## config.mk

```make
export PLATFORM = sky130hd
export DESIGN_NAME = codificador_de_usuario
export DESIGN_NICKNAME = d
export VERILOG_FILES = /design/src/rtl/codificador_de_usuario.sv
export SDC_FILE = /design/constraint.sdc
export NUM_CORES = 1
export LEC_CHECK = 0
export CORE_MARGIN = 2
export CORE_UTILIZATION = 45
export DETAILED_ROUTE_END_ITERATION = 8
export SKIP_CTS_REPAIR_TIMING = 1
export SLEW_MARGIN = 20
export SYNTH_ARGS = -nofsm -noshare
export SYNTH_HDL_FRONTEND = slang
export SYNTH_SLANG_ARGS = --single-unit
```

## constraint.sdc

```tcl
create_clock -name Clock -period 4.05 [get_ports Clock]
set_clock_uncertainty 0.15 [all_clocks]
set_input_delay 0.81 -clock Clock [delete_from_list [all_inputs] [get_ports Clock]]
set_output_delay 0.81 -clock Clock [all_outputs]
set_load 0.03 [all_outputs]
```

## src/rtl/codificador_de_usuario.sv

```systemverilog
// codificador_de_usuario
// Turns three raw push buttons (Next, Confirm, Cancel) into the 3-bit User
// code for the seven-segment decoder. Each button is synchronised,
// debounced and edge-detected. A select/confirm/cancel state machine then
// steps through the valid user codes only and latches the confirmed one.
// Optional build macro: BLINK_EN. When it is defined, the candidate blinks
// while in SELECT. By default it is undefined and the candidate is shown
// steadily.
module codificador_de_usuario #(
  parameter int DEBOUNCE_CYCLES = 4,
  parameter int TIMEOUT_CYCLES  = 1000,
  parameter int BLINK_CYCLES    = 8
) (
  input  logic       Clock,
  input  logic       Reset,
  input  logic       Next,
  input  logic       Confirm,
  input  logic       Cancel,
  output logic [2:0] User,
  output logic       Selecting,
  output logic       Confirmed,
  output logic       ConfirmPulse
);

  // Terminal counts. Both counters start from zero, so they compare
  // against N-1.
  localparam logic [7:0]  DB_LAST  = 8'(DEBOUNCE_CYCLES - 1);
  localparam logic [15:0] TMO_LAST = 16'(TIMEOUT_CYCLES - 1);

  // Button bit order used throughout: [0]=Next, [1]=Confirm, [2]=Cancel.
  localparam int B_NEXT    = 0;
  localparam int B_CONFIRM = 1;
  localparam int B_CANCEL  = 2;

  typedef enum logic [1:0] {
    ST_IDLE      = 2'd0,
    ST_SELECT    = 2'd1,
    ST_CONFIRMED = 2'd2
  } state_t;

  // Step through the valid codes only. Any unexpected value restarts the
  // sequence at 001, so 010 and 100 can never appear on User.
  function automatic logic [2:0] next_code(input logic [2:0] code);
    case (code)
      3'b001:  next_code = 3'b011;
      3'b011:  next_code = 3'b101;
      3'b101:  next_code = 3'b110;
      3'b110:  next_code = 3'b111;
      default: next_code = 3'b001;
    endcase
  endfunction

  logic [2:0] raw;
  logic [2:0] sync_p0;
  logic [2:0] sync_p1;
  logic [2:0] deb_p2;
  logic [2:0] deb_p3;
  logic [2:0] evt_p4;
  logic [7:0] db_cnt [3];

  assign raw = {Cancel, Confirm, Next};

  // Button conditioning: synchroniser, debounce, then rising-edge pulse.
  always_ff @(posedge Clock) begin
    if (Reset) begin
      sync_p0 <= '0;
      sync_p1 <= '0;
      deb_p2  <= '0;
      deb_p3  <= '0;
      evt_p4  <= '0;
      for (int i = 0; i < 3; i++) begin
        db_cnt[i] <= '0;
      end
    end else begin
      // stage p0/p1: two-flop synchroniser for the asynchronous buttons
      sync_p0 <= raw;
      sync_p1 <= sync_p0;
      // stage p2: the debounced level follows only a level held for
      // DEBOUNCE_CYCLES consecutive cycles
      for (int i = 0; i < 3; i++) begin
        if (sync_p1[i] == deb_p2[i]) begin
          db_cnt[i] <= '0;
        end else if (db_cnt[i] == DB_LAST) begin
          deb_p2[i] <= sync_p1[i];
          db_cnt[i] <= '0;
        end else begin
          db_cnt[i] <= db_cnt[i] + 8'd1;
        end
      end
      // stage p3/p4: registered rising-edge detect. Releases give no event.
      deb_p3 <= deb_p2;
      evt_p4 <= deb_p2 & ~deb_p3;
    end
  end

  // Resolve same-cycle events: Cancel beats Confirm beats Next.
  logic ev_cancel;
  logic ev_confirm;
  logic ev_next;

  assign ev_cancel  = evt_p4[B_CANCEL];
  assign ev_confirm = evt_p4[B_CONFIRM] & ~evt_p4[B_CANCEL];
  assign ev_next    = evt_p4[B_NEXT] & ~evt_p4[B_CONFIRM] & ~evt_p4[B_CANCEL];

  state_t      state;
  state_t      state_n;
  logic [2:0]  cand;
  logic [2:0]  cand_n;
  logic [2:0]  latched;
  logic [2:0]  latched_n;
  logic [15:0] tmo_cnt;
  logic [15:0] tmo_n;
  logic [2:0]  user_n;
  logic        sel_n;
  logic        conf_n;
  logic        pulse_n;
  logic        blank_n;

  // Next-state, candidate, latched-code and SELECT timeout logic.
  always_comb begin
    state_n   = state;
    cand_n    = cand;
    latched_n = latched;
    tmo_n     = tmo_cnt;
    case (state)
      ST_IDLE: begin
        if (ev_next) begin
          state_n = ST_SELECT;
          cand_n  = 3'b001;
        end
      end
      ST_SELECT: begin
        if (ev_cancel) begin
          state_n = ST_IDLE;
        end else if (ev_confirm) begin
          latched_n = cand;
          state_n   = ST_CONFIRMED;
        end else if (ev_next) begin
          cand_n = next_code(cand);
          tmo_n  = '0;
        end else if (tmo_cnt == TMO_LAST) begin
          state_n = ST_IDLE;
        end else begin
          tmo_n = tmo_cnt + 16'd1;
        end
      end
      ST_CONFIRMED: begin
        if (ev_cancel) begin
          state_n = ST_IDLE;
        end
      end
      default: begin
        state_n = ST_IDLE;
      end
    endcase
    // The timeout only runs inside SELECT and starts from zero on entry.
    if (state_n != ST_SELECT) begin
      tmo_n = '0;
    end
  end

`ifdef BLINK_EN
  localparam int BLINK_W = (BLINK_CYCLES > 1) ? $clog2(BLINK_CYCLES) : 1;
  localparam logic [BLINK_W-1:0] BLINK_LAST = BLINK_W'(BLINK_CYCLES - 1);

  logic [BLINK_W-1:0] blink_cnt;
  logic [BLINK_W-1:0] blink_cnt_n;
  logic               blink_phase;
  logic               blink_phase_n;

  // Blink phase. It restarts on SELECT entry and on every Next, so a new
  // candidate is visible at once.
  always_comb begin
    blink_cnt_n   = '0;
    blink_phase_n = 1'b0;
    if (state == ST_SELECT && state_n == ST_SELECT && !ev_next) begin
      if (blink_cnt == BLINK_LAST) begin
        blink_cnt_n   = '0;
        blink_phase_n = ~blink_phase;
      end else begin
        blink_cnt_n   = blink_cnt + 1'b1;
        blink_phase_n = blink_phase;
      end
    end
  end

  // Blink counter and phase registers.
  always_ff @(posedge Clock) begin
    if (Reset) begin
      blink_cnt   <= '0;
      blink_phase <= 1'b0;
    end else begin
      blink_cnt   <= blink_cnt_n;
      blink_phase <= blink_phase_n;
    end
  end

  assign blank_n = blink_phase_n;
`else
  logic unused_blink;
  assign unused_blink = |BLINK_CYCLES;
  assign blank_n      = 1'b0;
`endif

  // Output values for the next cycle, derived from the next state.
  always_comb begin
    user_n  = 3'b000;
    sel_n   = 1'b0;
    conf_n  = 1'b0;
    pulse_n = 1'b0;
    case (state_n)
      ST_SELECT: begin
        sel_n  = 1'b1;
        user_n = blank_n ? 3'b000 : cand_n;
      end
      ST_CONFIRMED: begin
        conf_n  = 1'b1;
        user_n  = latched_n;
        pulse_n = (state != ST_CONFIRMED);
      end
      default: begin
        user_n = 3'b000;
      end
    endcase
  end

  // State, datapath and registered outputs. Reset overrides any event.
  always_ff @(posedge Clock) begin
    if (Reset) begin
      state        <= ST_IDLE;
      cand         <= 3'b001;
      latched      <= 3'b000;
      tmo_cnt      <= '0;
      User         <= 3'b000;
      Selecting    <= 1'b0;
      Confirmed    <= 1'b0;
      ConfirmPulse <= 1'b0;
    end else begin
      state        <= state_n;
      cand         <= cand_n;
      latched      <= latched_n;
      tmo_cnt      <= tmo_n;
      User         <= user_n;
      Selecting    <= sel_n;
      Confirmed    <= conf_n;
      ConfirmPulse <= pulse_n;
    end
  end

endmodule

```

==> flow_metrics.env <==
export IMPL_yosysWarnings=0
export IMPL_power_frac_comb=0.027
export IMPL_start_util=0.4658
export IMPL_grt_pass1_vias=2244
export IMPL_vias=2375
export IMPL_r2r_start="evt_p4[0]"
export IMPL_placed_cells=442
export IMPL_grt_pass1_wl_um=10210
export IMPL_insertion_delay_ps=330
export IMPL_layout_nets=368
export IMPL_fin_crit_sh=0.8288
export IMPL_synth_area_leaders="dfxtp_1 (28%), edfxtp_1 (23%), nor2_1 (4.7%), xor2_1 (3.9%), nand3_1 (3.6%)"
export IMPL_track_usage=0.1687
export IMPL_die_area_sq_mm=0.007759
export IMPL_critPathRequiredTime_ps=4160
export IMPL_drive_gt1_frac=0.05801
export IMPL_status="finished, final reports clean"
export IMPL_cts_tree="done"
export IMPL_cts_root_buffer="clkbuf_8"
export IMPL_cpMaxStageDelayCell="dfxtp_1"
export IMPL_p_leak_nw=1.289
export IMPL_cp_common_cell="nand2_1"
export IMPL_clock_path_buffers=2
export IMPL_pwr_share_seq=0.604
export IMPL_globalplace_congestion=0.8138
export IMPL_end_kind="register"
export IMPL_power_internal_mw=0.9639
export IMPL_crit_start="evt_p4[0]"
export IMPL_arrival_ps=3470
export IMPL_io_pins=11
export IMPL_layout_cells_non_filler=458
export IMPL_grt_busiest_layer="met2"
export IMPL_wire_per_inst_um=12.48
export IMPL_path_cells="or4b_2, or2_2, nand2_1, ha_1, nand2b_1, inv_1, nand2_1, a21oi_1"
export IMPL_ys_async_sr_fraction=0
export IMPL_fmax_mhz=297.9
export IMPL_synth_cell_types=48
export IMPL_p_per_area_mw_per_mm2=339.1
export IMPL_die_width_um=88.09
export IMPL_met2_usage=0.2479
export IMPL_drv_cap=0
export IMPL_relSlewSlack=0.5171
export IMPL_rsz0062_at_grt="false"
export IMPL_fin_ws_ps=693.3
export IMPL_power_switching_mw=0.2635
export IMPL_worstMarginPinSlew_ps=723.4
export IMPL_swShare=0.2147
export IMPL_placed_area_sq_mm=0.003467
export IMPL_synth_top_cell_area_share=0.2831
export IMPL_globalRouteMet1Util=0.2385
export IMPL_min_path_cells=1
export IMPL_port_buffers=10
export IMPL_vias_per_cell=5.186
export IMPL_criticalPathCategory="reg2reg"
export IMPL_hold_class="reg2reg"
export IMPL_yosysTopAreaCell="dfxtp_1"
export IMPL_antenna_left=0
export IMPL_synth_edff_count=24
export IMPL_grt_start_max_net_pins=27
export IMPL_grt_use_met3=0.03582
export IMPL_antenna_found_initial=0
export IMPL_hold_viol=0
export IMPL_dr_pass1_iters=4
export IMPL_synth_cell_area_sq_mm=0.003182
export IMPL_die_height_um=88.09
export IMPL_cp_slowest_stage_delay_ps=790
export IMPL_area_delta_synth_final_pct=13.76
export IMPL_clkSlewWorstSetupHoldPaths_ps=70
export IMPL_power_frac_clock=0.370
export IMPL_syn_inst=321
export IMPL_drc=0
export IMPL_grt_overflow_total=0
export IMPL_whs_ps=235.5
export IMPL_ys_ff_latch=69
export IMPL_ff2ff_path_depth=8
export IMPL_core_sq_mm=0.006832
export IMPL_dp_hpwl_um=3922
export IMPL_synth_main_ff_cell="dfxtp_1"
export IMPL_layout_min_cycle_time_ps=3357
export IMPL_synth_avg_cell_area_sq_um=9.912
export IMPL_min_from="deb_p3[2]"
export IMPL_setup_viol=0
export IMPL_setup_tns_ps=0
export IMPL_finalWirelength_um=5717
export IMPL_core_rowCount=30
export IMPL_maxSlewViolCount=0
export IMPL_crit_path_start_kind="register"
export IMPL_path_max_fanout=24
export IMPL_cts_buffers=9
export IMPL_cts_htree_levels=3
export IMPL_ir_worst_vdd_mv=0.1786
export IMPL_design_area_sq_mm=0.003620
export IMPL_clock_sinks=69
export IMPL_drt_first_iter_violations=118
export IMPL_diodes=0
export IMPL_synth_seq_area_share=0.5096
export IMPL_preCtsSetupSlack_ps=740.6
[power by group through the flow]
stage	Combinational, mW	Sequential (mW)	Clock, mW
6_report	0.0327	0.741	0.454
5_1_grt	0.0380	0.742	0.498
4_1_cts	0.0327	0.741	0.472
3_5_place_dp	0.0325	0.756	0
3_3_place_gp	0.0326	0.756	0
2_1_floorplan	0.0235	0.753	0
[area by class of cell]
class,instances,area [sq um]
Inverter,3,11.26
Sequential cell,69,1622
Tap cell,96,120.1
Multi-Input combinational cell,261,1592
Clock inverter,3,13.76
Timing Repair Buffer,13,122.6
Clock buffer,13,138.9
Fill cell,661,3212
[final timing paths]
path	slack (ps)	to
setup reg to reg	690	tmo_cnt[14]
setup / recovery	690	tmo_cnt[14]
hold reg to reg	240	evt_p4[2]
hold / removal	240	evt_p4[2]
[worst max-delay path, delay by kind of cell, from the launching register on]
kind,cells,cell delay (ps)
fa+ha+maj,1,210
simple gates,5,1510
flops,1,790
compound gates,1,150
buf+inv,1,460
[cell usage after synthesis, types with 4 or more instances]
| cell | count |
|---|---|
| nor2_1 | 40 |
| a21oi_1 | 9 |
| nand2_1 | 20 |
| nand3_1 | 23 |
| nor2b_1 | 15 |
| o21ai_0 | 5 |
| edfxtp_1 | 24 |
| or4_1 | 4 |
| and3_1 | 12 |
| xnor2_1 | 9 |
| and2_1 | 4 |
| clkbuf_1 | 9 |
| xor2_1 | 14 |
| ha_1 | 6 |
| nor4_1 | 9 |
| mux2i_1 | 6 |
| nand4_1 | 7 |
| dfxtp_1 | 45 |
[per-stage QoR]
step	utilization	total power, mW
after global routing	0.5299	1.278
after detailed placement	0.5075	0.7888
final	0.5299	1.227
after CTS	0.5299	1.245
after global placement	0.5075	0.7886
after floorplan	-	0.7768
[sequential cells by signal, indices dropped and copies added, names as in the netlist]
name          flops
state             2
deb_p2            3
sync_p0           3
db_cnt           24
tmo_cnt          16
sync_p1           3
Selecting         1
evt_p4            3
ConfirmPulse      1
User              3
cand              3
latched           3
Confirmed         1
deb_p3            3
[cell families (layout without fill, tap and decap cells)]
kind of cell	Yosys count	count (layout)	synth area share
simple gates	157	157	0.2662
flops	69	69	0.5096
compound gates	44	44	0.09634
xor+xnor	23	23	0.06331
buf+inv	14	32	0.01730
mux	7	7	0.02241
fa+ha+maj	6	6	0.02359
other cells	1	24	0.001179
[cell usage in the layout, fill, tap and decap left out, types with 5 or more instances in the layout]
master / instances
dfxtp_1: 45
nor2_1: 40
edfxtp_1: 24
conb_1: 24
nand3_1: 23
nand2_1: 20
nor2b_1: 15
xor2_1: 14
and3_1: 12
clkdlybuf4s50_1: 10
nor4_1: 9
a21oi_1: 9
xnor2_1: 9
clkbuf_8: 9
nand4_1: 7
mux2i_1: 6
ha_1: 6
o21ai_0: 5
[layer usage]
| layer | part of all wire | vias to the layer above |
|---|---|---|
| met5 | 0 | - |
| met4 | 0.012 | 0 |
| met3 | 0.023 | 8 |
| met2 | 0.44 | 24 |
| met1 | 0.52 | 1116 |
| li1 | - | 1227 |
Power figures use the tool's default switching activity.
